## src/rtl/enc_dec_pkg.sv

```systemverilog
// Shared codeword-width encoding and active check-bit helper for the decoder path.
// Pure declarations: no latency, no flow control.
package enc_dec_pkg;

    typedef enum logic [1:0] {
        CW8  = 2'b00,
        CW16 = 2'b01,
        CW32 = 2'b10
    } cw_width_e;

    // Bit 1 dominates so that 2'b11 decodes as the widest mode.
    function automatic int active_bits(input logic [1:0] mode, input int max_bits);
        if (mode[1]) begin
            return max_bits;
        end else if (mode[0]) begin
            return max_bits - 1;
        end
        return max_bits - 2;
    endfunction

endpackage

```

## src/rtl/dec_width_mask.sv

```systemverilog
// Maps codeword_width to a mask of active check bits; purely combinational.
// Zero latency, no handshake of its own.
module dec_width_mask
    import enc_dec_pkg::*;
#(
    parameter int MAX_PARITY_BITS = 6
) (
    input  logic [1:0]                 codeword_width,
    output logic [MAX_PARITY_BITS-1:0] mask
);

    int n_active;

    always_comb begin
        n_active = active_bits(codeword_width, MAX_PARITY_BITS);
        mask     = '0;
        for (int i = 0; i < MAX_PARITY_BITS; i++) begin
            if (i < n_active) begin
                mask[i] = 1'b1;
            end
        end
    end

endmodule

```

## src/rtl/dec_syndrome_compare_pipe.sv

```systemverilog
// Two-stage masked syndrome compare with saturating mismatch counter; 2-cycle latency.
// Full valid/ready back-pressure: a stage loads when empty or when the stage after it can load.
module dec_syndrome_compare_pipe #(
    parameter int MAX_PARITY_BITS = 6,
    parameter int CNT_WIDTH       = 16
) (
    input  logic                       clk,
    input  logic                       rst,
    input  logic                       in_valid,
    output logic                       in_ready,
    input  logic [MAX_PARITY_BITS-1:0] A,
    input  logic [MAX_PARITY_BITS-1:0] B,
    input  logic [1:0]                 codeword_width,
    output logic                       out_valid,
    input  logic                       out_ready,
    output logic                       isEqual,
    output logic [MAX_PARITY_BITS-1:0] syndrome,
    output logic [CNT_WIDTH-1:0]       mismatch_cnt,
    input  logic                       clr_cnt
);

    logic [MAX_PARITY_BITS-1:0] mask;

    logic                       s1_ld, s2_ld, out_xfer;
    logic                       s1_vld_q, s1_vld_d;
    logic [MAX_PARITY_BITS-1:0] s1_syn_q, s1_syn_d;
    logic                       s2_vld_q, s2_vld_d;
    logic [MAX_PARITY_BITS-1:0] s2_syn_q, s2_syn_d;
    logic                       s2_eq_q, s2_eq_d;
    logic [CNT_WIDTH-1:0]       cnt_q, cnt_d;

    // Mask is applied on entry so the mode travels with the word implicitly.
    dec_width_mask #(
        .MAX_PARITY_BITS(MAX_PARITY_BITS)
    ) u_width_mask (
        .codeword_width(codeword_width),
        .mask          (mask)
    );

    always_comb begin
        s2_ld    = !s2_vld_q || out_ready;
        s1_ld    = !s1_vld_q || s2_ld;
        out_xfer = s2_vld_q && out_ready;

        s1_vld_d = s1_vld_q;
        s1_syn_d = s1_syn_q;
        s2_vld_d = s2_vld_q;
        s2_syn_d = s2_syn_q;
        s2_eq_d  = s2_eq_q;
        cnt_d    = cnt_q;

        if (s1_ld) begin
            s1_vld_d = in_valid;
            if (in_valid) begin
                s1_syn_d = (A ^ B) & mask;
            end
        end

        // Data registers only move on a real word so idle outputs keep the last result.
        if (s2_ld) begin
            s2_vld_d = s1_vld_q;
            if (s1_vld_q) begin
                s2_syn_d = s1_syn_q;
                s2_eq_d  = ~|s1_syn_q;
            end
        end

        if (clr_cnt) begin
            cnt_d = '0;
        end else if (out_xfer && !s2_eq_q && (cnt_q != '1)) begin
            cnt_d = cnt_q + CNT_WIDTH'(1);
        end
    end

    always_ff @(posedge clk) begin
        if (rst) begin
            s1_vld_q <= 1'b0;
            s1_syn_q <= '0;
            s2_vld_q <= 1'b0;
            s2_syn_q <= '0;
            s2_eq_q  <= 1'b0;
            cnt_q    <= '0;
        end else begin
            s1_vld_q <= s1_vld_d;
            s1_syn_q <= s1_syn_d;
            s2_vld_q <= s2_vld_d;
            s2_syn_q <= s2_syn_d;
            s2_eq_q  <= s2_eq_d;
            cnt_q    <= cnt_d;
        end
    end

    assign in_ready     = s1_ld;
    assign out_valid    = s2_vld_q;
    assign isEqual      = s2_eq_q;
    assign syndrome     = s2_syn_q;
    assign mismatch_cnt = cnt_q;

endmodule
```

## config.mk

```make
export PLATFORM = sky130hd
export DESIGN_NAME = dec_syndrome_compare_pipe
export DESIGN_NICKNAME = d
export VERILOG_FILES = /design/src/rtl/enc_dec_pkg.sv /design/src/rtl/dec_width_mask.sv /design/src/rtl/dec_syndrome_compare_pipe.sv
export SDC_FILE = /design/constraint.sdc
export NUM_CORES = 1
export LEC_CHECK = 0
export ABC_CLOCK_PERIOD_IN_PS = 1800
export BUFFER_PORTS_ARGS = -buffer_cell sky130_fd_sc_hd__buf_4
export CORE_UTILIZATION = 45
export CTS_CLUSTER_SIZE = 25
export DETAILED_ROUTE_END_ITERATION = 8
export PLACE_DENSITY = 0.72
export SKIP_CTS_REPAIR_TIMING = 1
export SYNTH_ARGS = -nofsm -noshare
export SYNTH_HDL_FRONTEND = slang
export SYNTH_SLANG_ARGS = --single-unit
```

## constraint.sdc

```tcl
create_clock -name clk -period 1.8 [get_ports clk]
set_input_delay 0.45 -clock clk [delete_from_list [all_inputs] [get_ports clk]]
set_output_delay 0.45 -clock clk [all_outputs]
set_load 0.05 [all_outputs]
```

==> metrics.md <==
| Metric | Value |
|---|---|
| Worst Setup Start Kind | register |
| Die Span Y | 58.08 µm |
| Startpoint of the lowest-slack hold path | clr_cnt |
| Tmin final | 1.776 ns |
| Crit path DAT | 2.05 ns |
| ANT cells | 0 |
| Per-cell routed wire length | 13.83 µm |
| Core area | 0.002877 mm² |
| Startpoint-to-endpoint class of the critical path | reg -> reg |
| Synth-to-layout area growth | 42.18% |
| Largest buffer count on any clock path | 2 |
| Dominant synthesized flop cell | sky130_fd_sc_hd__dfxtp_1 |
| RSZ-0062 raised after global routing | yes |
| Placed inst area | 0.001897 mm² |
| Sequential element share of the synthesized area | 0.4385 |
| Starting density of the core | 0.4920 |
| Cell Pwr Density | 659.0 mW/mm² |
| CP Data Required Time | 2.07 ns |
| Fill cell total of the finished layout | 231 |
| Final-layout setup total negative slack | 0 ns |
| Tot GR Track Use | 0.2240 |
| Routed wire length | 3.678 mm |
| Final instance area | 0.002012 mm² |
| Reg2Reg Depth | 4 |
| Number of synthesized flops with an enable pin | 0 |
| First-pass GRT wire length | 5.685 mm |
| Depth of the CTS H-tree | 2 |
| Pin count of the biggest net entering global routing | 20 |
| Instance count of the mapped netlist | 166 |
| Worst hold margin | 0.3928 ns |
| Yosys reg bits | 31 |
| First DRT Iteration DRCs | 57 |
| Number of vias in the routed layout | 1,474 |
| Input/output buffers | 43 |
| Routed vias/inst | 5.541 |
| Ys async rst share | 0 |
| Cell area after synthesis | 0.001415 mm² |
| Root buf cell | sky130_fd_sc_hd__clkbuf_4 |
| Worst stage delay on the critical path | 0.57 ns |
| Sinks on Clock Net | 31 |
| Cell variety after synth | 28 |
| Clock Pin Slew Worst Setup and Hold Paths | 0.10 ns |
| Result of the run | finished clean |
| Die width | 58.08 µm |
| Final HPWL DP | 2.576 mm |
| Fraction of final layout cells sized beyond drive strength 1 | 0.4241 |
| Antenna violations before repair | 0 |
| Post-synthesis area per instance | 8.525 µm² |
| Total die area | 0.003373 mm² |
| Number of buffers added by the clock tree synthesis step | 5 |
| Worst Tran Pin Value | 0.3559 ns |
| First-pass iteration count of the detailed router | 4 |
| Maximum VDD drop | 0.5594 mV |
| Crit Reg-Reg Startpoint | mismatch_cnt[5] |
| Vias in the first global route | 1,317 |
| Worst flop-to-flop path endpoint | mismatch_cnt[9] |
| Global placement routability congestion | 0.8132 |
| Residual DRC | 0 |
| # nets final | 243 |
| Launch point of the worst path | mismatch_cnt[5] |
| Core Rows | 19 |
| Final period util | 0.9868 |
| Leakage power | 0.8016 nW |
| Crit-path slowest cell | sky130_fd_sc_hd__or4_4 |
| Worst setup path end | mismatch_cnt[9] |
| Final setup violation count | 0 |
| Sequence of cells on the critical path | nand2_1 -> or4_4 -> or4_1 -> a21oi_2 |
| CP endpoint kind | register |
| Fmax | 563.0 MHz |
| R2R Setup Slk | 0.02 ns |
| Classification of the worst-slack hold path | in -> reg |
| Clock tree from TritonCTS | done |
| Hold Violations, Final | 0 |
| Clock insertion delay at the later pin of the skew report | 0.33 ns |
| Leftover overflow at the end of global routing | 0 |
| Setup skew after layout | 0.006005 ns |
| Final max-slew violation count | 0 |
| Number of I/O pins | 44 |
| Maximum fanout along the worst path | 6 |
| Synthesized net count | 186 |
| Worst-case headroom to the max-slew limit | 0.7605 |
| Max-cap check violation count | 0 |
| Tot Pwr | 0.001326 W |
| Post-route antenna net violation count | 0 |
| Yosys synthesis warning count | 0 |
[worst min-delay path by stage]
stage	endpoint	slack [ns]	cells after the start
floorplan	s1_syn_q[5]	0.44	2
global placement	s1_syn_q[5]	0.46	2
detailed placement	s1_syn_q[5]	0.46	2
CTS	mismatch_cnt[15]	0.39	3
global route	s1_vld_q	0.39	3
finish	mismatch_cnt[15]	0.39	3
[where the power goes]
group	switching, W	internal (W)
Clock	0.000241	0.000230
Combinational	0.0000812	0.0000690
Sequential	0.0000130	0.000692
Total	0.000335	0.000991
[layout by cell type (no fill, tap or decap), types with 3 or more instances in the layout]
cell type                  instances
sky130_fd_sc_hd__xor2_1            5
sky130_fd_sc_hd__or3_1             8
sky130_fd_sc_hd__inv_1             4
sky130_fd_sc_hd__nor4_2            3
sky130_fd_sc_hd__a21oi_1          19
sky130_fd_sc_hd__dfxtp_2           8
sky130_fd_sc_hd__mux2i_1           9
sky130_fd_sc_hd__nor2_1           14
sky130_fd_sc_hd__or4_1             5
sky130_fd_sc_hd__nor3_1            5
sky130_fd_sc_hd__buf_4            56
sky130_fd_sc_hd__nand4_1           5
sky130_fd_sc_hd__o31ai_1           4
sky130_fd_sc_hd__clkbuf_4          5
sky130_fd_sc_hd__o21ai_0           7
sky130_fd_sc_hd__nand3_1           4
sky130_fd_sc_hd__or2_2             6
sky130_fd_sc_hd__dfxtp_4           9
sky130_fd_sc_hd__nand2_1          13
sky130_fd_sc_hd__dfxtp_1          14
[logic make-up after synthesis]
| family | after synthesis | synth area share |
|---|---|---|
| adder cells (fa/ha/maj) | 1 | 0.008840 |
| multiplexers | 9 | 0.06366 |
| XOR/XNOR | 5 | 0.03094 |
| flip-flops | 31 | 0.4386 |
| buffers and inverters | 11 | 0.03005 |
| AND/OR/NAND/NOR | 70 | 0.2679 |
| AO/OA/AOI/OAI | 39 | 0.1600 |
[synthesized netlist by cell type (all sizes together) (5+ instances only)]
cell	number	area share
dfxtp	31	0.44
a21oi	21	0.074
nor2	14	0.037
nand2	13	0.034
mux2i	9	0.064
o21ai	8	0.028
or3	8	0.035
or4	7	0.037
or2	6	0.027
clkbuf	5	0.013
nand4	5	0.022
nor3	5	0.018
nor4	5	0.027
xor2	5	0.031
[layout make-up]
cell class                 instances  area [µm²]  area share
timing repair buffer              57       431.7      0.2146
inverter                           4       15.01    0.007463
tap                               42       52.55     0.02612
clock buffer                       8       68.82     0.03420
multi-input combinational        124       779.5      0.3874
sequential                        31       664.4      0.3302
[worst max-delay path: cells and delay by family, from the launching register on]
kind	cells	cell delay (ns)
AO/OA/AOI/OAI	1	0.14
flip-flops	1	0.38
AND/OR/NAND/NOR	3	1.20
[sequential cells by signal, summed over array words and instances (netlist names)]
name	cells
isEqual	1
mismatch_cnt	16
out_valid	1
s1_syn_q	6
s1_vld_q	1
syndrome	6
[through the flow]
stage                 util  cells  worst slack, ns
floorplan                -    166         -0.03525
global placement    0.6594    256         -0.09431
detailed placement  0.6594    256          -0.1285
CTS                 0.6833    264         -0.06279
global route        0.6994    266         -0.02673
finish              0.6994    266          0.02373
[routing by layer]
metal / vias to the layer above / share of wire / global-route usage / wire (µm)
met5: - / 0 / 0 / 0
met4: 0 / 0.0071 / 0.06122 / 26
met3: 4 / 0.063 / 0.08036 / 231
met2: 59 / 0.46 / 0.3448 / 1709
met1: 683 / 0.46 / 0.2979 / 1710
li1: 728 / - / - / -
Note: power is estimated with default switching activity, not from simulation.
